## config.mk

```make
export PLATFORM = sky130hd
export DESIGN_NAME = wishbone_regfile_slave
export DESIGN_NICKNAME = d
export VERILOG_FILES = /design/src/rtl/wishbone_regfile_slave.sv
export SDC_FILE = /design/constraint.sdc
export NUM_CORES = 1
export LEC_CHECK = 0
export CORE_MARGIN = 4
export CORE_UTILIZATION = 60
export CTS_CLUSTER_SIZE = 12
export DETAILED_ROUTE_END_ITERATION = 16
export PLACE_DENSITY_LB_ADDON = 0.05
export SYNTH_ARGS = -nofsm -noshare
export SYNTH_HDL_FRONTEND = slang
export SYNTH_SLANG_ARGS = --single-unit
```

## constraint.sdc

```tcl
create_clock -name clk_i -period 4.1 [get_ports clk_i]
set_input_delay 0.615 -clock clk_i [delete_from_list [all_inputs] [get_ports clk_i]]
set_output_delay 0.615 -clock clk_i [all_outputs]
set_load 0.05 [all_outputs]
```

## src/rtl/wishbone_regfile_slave.sv

```systemverilog
// Wishbone register-file slave: DEPTH-word window at BASE_ADDR, wait states, incrementing bursts, byte lanes.
// Define WB_REGFILE_ERR_EN to flag out-of-range strobes on err_o; otherwise err_o is tied low.
module wishbone_regfile_slave #(
   parameter int ADDRESS_WIDTH = 16,
   parameter int DATA_WIDTH    = 8,
   parameter int DATA_BYTES    = 1,
   parameter int DEPTH         = 16,
   parameter int BASE_ADDR     = 0,
   parameter int WAIT_STATES   = 1
) (
   input  logic                     clk_i,
   input  logic                     rst_n_i,
   input  logic [ADDRESS_WIDTH-1:0] adr_i,
   input  logic [DATA_WIDTH-1:0]    dat_i,
   output logic [DATA_WIDTH-1:0]    dat_o,
   input  logic                     we_i,
   input  logic [DATA_BYTES-1:0]    sel_i,
   input  logic                     stb_i,
   input  logic                     cyc_i,
   input  logic [2:0]               cti_i,
   output logic                     ack_o,
   output logic                     err_o
);

   localparam int PW = (DEPTH > 1) ? $clog2(DEPTH) : 1;
   localparam logic [3:0] WAIT_INIT = (WAIT_STATES > 0) ? 4'(WAIT_STATES - 1) : 4'd0;

   typedef enum logic [1:0] {S_IDLE, S_WAIT, S_ACK, S_BURST} state_t;

   state_t                   state_q, state_d;
   logic [3:0]               cnt_q, cnt_d;
   logic [PW-1:0]            ptr_q, ptr_d, ptr_inc;
   logic [ADDRESS_WIDTH-1:0] off;
   logic                     in_range, hit, ld_rd, wr_en;
   logic [DATA_WIDTH-1:0]    mem [DEPTH];

   assign off      = adr_i - ADDRESS_WIDTH'(BASE_ADDR);
   assign in_range = off < ADDRESS_WIDTH'(DEPTH);
   assign hit      = cyc_i & stb_i & in_range;
   // Burst pointer wraps inside the file even when DEPTH is not a power of two.
   assign ptr_inc  = (ptr_q == PW'(DEPTH - 1)) ? '0 : ptr_q + PW'(1);

   always_ff @(posedge clk_i or negedge rst_n_i) begin
      if (!rst_n_i) begin
         state_q <= S_IDLE;
         cnt_q   <= '0;
         ack_o   <= 1'b0;
      end else begin
         // NOTE: sequential state uses non-blocking assignments so every flop samples pre-edge values.
         state_q <= state_d;
         cnt_q   <= cnt_d;
         ack_o   <= (state_d == S_ACK) || (state_d == S_BURST);
      end
   end

   always_comb begin
      // NOTE: every output of this block gets a default first, so no path can infer a latch.
      state_d = state_q;
      cnt_d   = cnt_q;
      ptr_d   = ptr_q;
      ld_rd   = 1'b0;
      wr_en   = 1'b0;
      case (state_q)
         S_IDLE: begin
            if (hit) begin
               ptr_d = off[PW-1:0];
               if (WAIT_STATES == 0) begin
                  state_d = S_ACK;
                  ld_rd   = ~we_i;
               end else begin
                  state_d = S_WAIT;
                  cnt_d   = WAIT_INIT;
               end
            end
         end
         S_WAIT: begin
            if (!hit) begin
               state_d = S_IDLE;
            end else if (cnt_q == 4'd0) begin
               state_d = S_ACK;
               ptr_d   = off[PW-1:0];
               ld_rd   = ~we_i;
            end else begin
               cnt_d = cnt_q - 4'd1;
            end
         end
         default: begin
            // ACK and BURST: a beat completes only while the master still strobes.
            if (!(cyc_i && stb_i)) begin
               state_d = S_IDLE;
            end else begin
               wr_en = we_i;
               if (cti_i == 3'b010) begin
                  state_d = S_BURST;
                  ptr_d   = ptr_inc;
                  ld_rd   = ~we_i;
               end else begin
                  state_d = S_IDLE;
               end
            end
         end
      endcase
   end

   always_ff @(posedge clk_i or negedge rst_n_i) begin
      if (!rst_n_i) begin
         // NOTE: the file is cleared on reset, so it is built from flops rather than a RAM macro.
         for (int i = 0; i < DEPTH; i++) mem[i] <= '0;
         dat_o <= '0;
         ptr_q <= '0;
      end else begin
         if (wr_en) begin
            for (int b = 0; b < DATA_BYTES; b++) begin
               if (sel_i[b]) mem[ptr_q][8*b +: 8] <= dat_i[8*b +: 8];
            end
         end
         if (ld_rd) dat_o <= mem[ptr_d];
         ptr_q <= ptr_d;
      end
   end

`ifdef WB_REGFILE_ERR_EN
   logic err_d;
   // Raised only from IDLE, where the next state is IDLE too, so ack_o and err_o never coincide.
   assign err_d = (state_q == S_IDLE) & cyc_i & stb_i & ~in_range;

   always_ff @(posedge clk_i or negedge rst_n_i) begin
      if (!rst_n_i) err_o <= 1'b0;
      else          err_o <= err_d;
   end
`else
   assign err_o = 1'b0;
`endif

endmodule
```

==> flow_summary.yaml <==
critical_path:
  critPathMaxFanout: 23
  rr_startpoint: "cnt_q[0]$_DFFE_PN0P_"
  startpoint_type: "flip-flop"
  r2r_slack_ns: 0.58
  path_class: "flip-flop to flip-flop"
  cp_top_family: "simple AND/OR/NAND/NOR gates"
  rr_endpoint: "dat_o[4]$_DFFE_PN0P_"
  slowest_stage: "or3b_2"
  critical_path.max_stage_delay_ns: 0.53
  cp.required_ns: 4.41
  r2r_cells: 11
  path_cells: "inv_1, ha_1, or3b_2, a211o_1, o211ai_4, nand2_2, inv_2, buf_4, nand4_1, a32oi_1, or3b_1"
  path_buf_inv: 3
  worstSetupEndpointType: "flip-flop"
  cp.arrival_ns: 3.83
synthesis:
  synth_area_leaders: "dfrtp_1, mux2_2, a211oi_1, and3_1, o21ai_0"
  syn_inst: 627
  yosys_warnings: 0
  yosysTopAreaCell: "dfrtp_1"
  synth.distinct_cells: 56
  synth_top_area_share: 0.504
  synthFlopType: "dfrtp_1"
  syn_area_um2: 7250
  ys_ff_latch: 146
  ys_seq_area_frac: 0.504
  syn_area_per_cell_um2: 11.6
  synth_edf_count: 0
  syn_nets: 665
  async_flop_share: 1.00
finish:
  n_antenna_cell: 0
  fillerInstances: 828
  area_delta_synth_final_pct: 15.9
  final_nets: 694
  multiInputGateArea_um2: 3330
  drive_gt1_frac: 0.275
  ff_latch_area_um2: 3650
grt:
  grt_antenna_before_repair: 0
  gr-total-overflow: 0
  grt_pass1_wl_um: 31000
  track_usage: 0.289
  grt_pass1_vias: 5608
  grt_max_degree: 103
floorplanning:
  initial_core_util: 0.624
  dieWidth_um: 118
  die_area_um2: 13900
  pin_count: 43
  core-area_um2: 11600
  rows: 39
  die_y_um: 118
route:
  vias: 5500
  drt-pass1-iter-count: 6
  postRouteAntennaNets: 0
  drt_iter0_markers: 607
  drc_errors: 0
  postRouteWirelength_um: 19400
  vias_per_cell: 6.77
  wl_per_cell_um: 23.8
sta:
  fin_crit_sh: 0.858
  setup_ws_ns: 0.581
  rsz0062_at_grt: "false"
  finalClockSkew_ns: 0.00879
  fin_setup_tns_ns: 0
  setup_violations: 0
  period_minus_slack_ns: 3.52
  tightestPinTransition_ns: 0.947
  max_freq_mhz: 284
  slew_violations: 0
  relSlewSlack: 0.369
  hold_violations: 0
place:
  hpwlAfterDp_um: 12700
  place_congestion: 0.887
  pre_cts_ws_ns: 0.220
  port_buffers: 41
clock_network:
  post_cts.repair.setup_buffers: 0
  cts-root-buf: "clkbuf_16"
  cts_buffers: 17
  cts_max_level: 4
  tritoncts: "done"
  cts-resized-gates: 0
  ctsHoldBuffers: 0
  cts_sinks: 146
  clock_path_buffers: 2
  clk_pin_slew_worst_paths_ns: 0.06
  clock_latency_ns: 0.43
min_path:
  hp-class: "input port to asynchronous set/reset pin"
run:
  cap_violations: 0
power_and_ir_drop:
  p_switching_uw: 688
  p_seq_frac: 0.439
  power.total_mw: 3.28
  p_int_mw: 2.59
  combPwrFrac: 0.032
  p_leak_nw: 4.16
  swShare: 0.210
  p_clk_frac: 0.528
  ir_worst_vdd_uv: 326
  power_density_nw_per_um2: 391
status:
  run_status: "finished, final reports clean"
-- worst max path at each step --
stage / startpoint / end / slack, ns / cells after the start
after global placement: adr_i[14] / dat_o[2]$_DFFE_PN0P_ / 0.31 / 10
after detailed placement: adr_i[14] / dat_o[2]$_DFFE_PN0P_ / 0.22 / 10
final: cnt_q[0]$_DFFE_PN0P_ / dat_o[4]$_DFFE_PN0P_ / 0.58 / 11
after floorplan: adr_i[14] / dat_o[0]$_DFFE_PN0P_ / 1.09 / 10
after global routing: cnt_q[0]$_DFFE_PN0P_ / dat_o[4]$_DFFE_PN0P_ / 0.37 / 11
after CTS: cnt_q[0]$_DFFE_PN0P_ / dat_o[2]$_DFFE_PN0P_ / 0.59 / 11
-- power groups by stage --
stage               Combinational, mW  Clock (mW)  Sequential [mW]
floorplan                      0.0266           0             1.47
global placement                0.107           0             1.47
detailed placement              0.107           0             1.47
CTS                             0.108        1.75             1.44
global route                    0.116        1.82             1.44
finish                          0.107        1.73             1.44
-- logic make-up after synthesis --
logic type                 share of synthesized area
AOI/OAI and AO/OA                              0.137
adders and majority gates                    0.00863
buffers and inverters                         0.0371
DFF                                            0.504
muxes                                          0.200
other                                       0.000517
and+or+nand+nor                                0.113
-- sequential cells by signal, summed over array words and instances (netlist names) --
register,cells
state_q,1
ack_o,1
ptr_q,4
cnt_q,4
dat_o,8
mem,128
-- synth_stat cells (all sizes together), types with 2 or more instances --
library cell and count:
ha 5, and2 5, or3 2, o211ai 4, buf 16, nor4 3, nor3 2, a311o 2
or4 5, a21o 3, a32oi 14, o21ai 34, a22o 2, nand3 22, a21oi 15, a211o 9
inv 13, a31oi 2, dfrtp 146, mux2 128, or3b 6, nor2b 2, o31ai 3, nand2 43
nor2 9, and3 29, o31a 2, nand4 13, clkbuf 31, a211oi 41
-- final cells by class --
cell class / count / area share
clock inverters: 11 / 0.0237
repair buffers: 57 / 0.0633
clock buffers: 21 / 0.0548
multi-input cells: 421 / 0.396
flip-flops and latches: 146 / 0.435
inverters: 13 / 0.00581
well taps: 143 / 0.0213
-- stage by stage --
stage,instances,cell area (um2),utilization,hold slack [ns]
after floorplan,627,7250,-,0.319
after global placement,780,7740,0.667,0.478
after detailed placement,780,7740,0.667,0.485
after CTS,812,8400,0.723,0.328
after global routing,812,8400,0.723,0.354
final,812,8400,0.723,0.253
-- per-layer routing --
metal  routed length (um)  GRT usage
met2                 8830      0.429
met1                 8480      0.397
met4                  570      0.111
met5                    0          0
met3                 1480     0.0918
-- cells in the final DEF, fill, tap and decap left out, drive strengths merged, types with 9 or more instances in the layout --
cell type      instances
a211o                  9
a211oi                41
a21oi                 15
a32oi                 14
and3                  29
buf                   17
clkbuf                21
clkdlybuf4s50         40
dfrtp                146
inv                   15
mux2                 128
nand2                 43
nand3                 22
nand4                 13
nor2                   9
o21ai                 34
No activity file was read; power rests on OpenSTA's default activity.
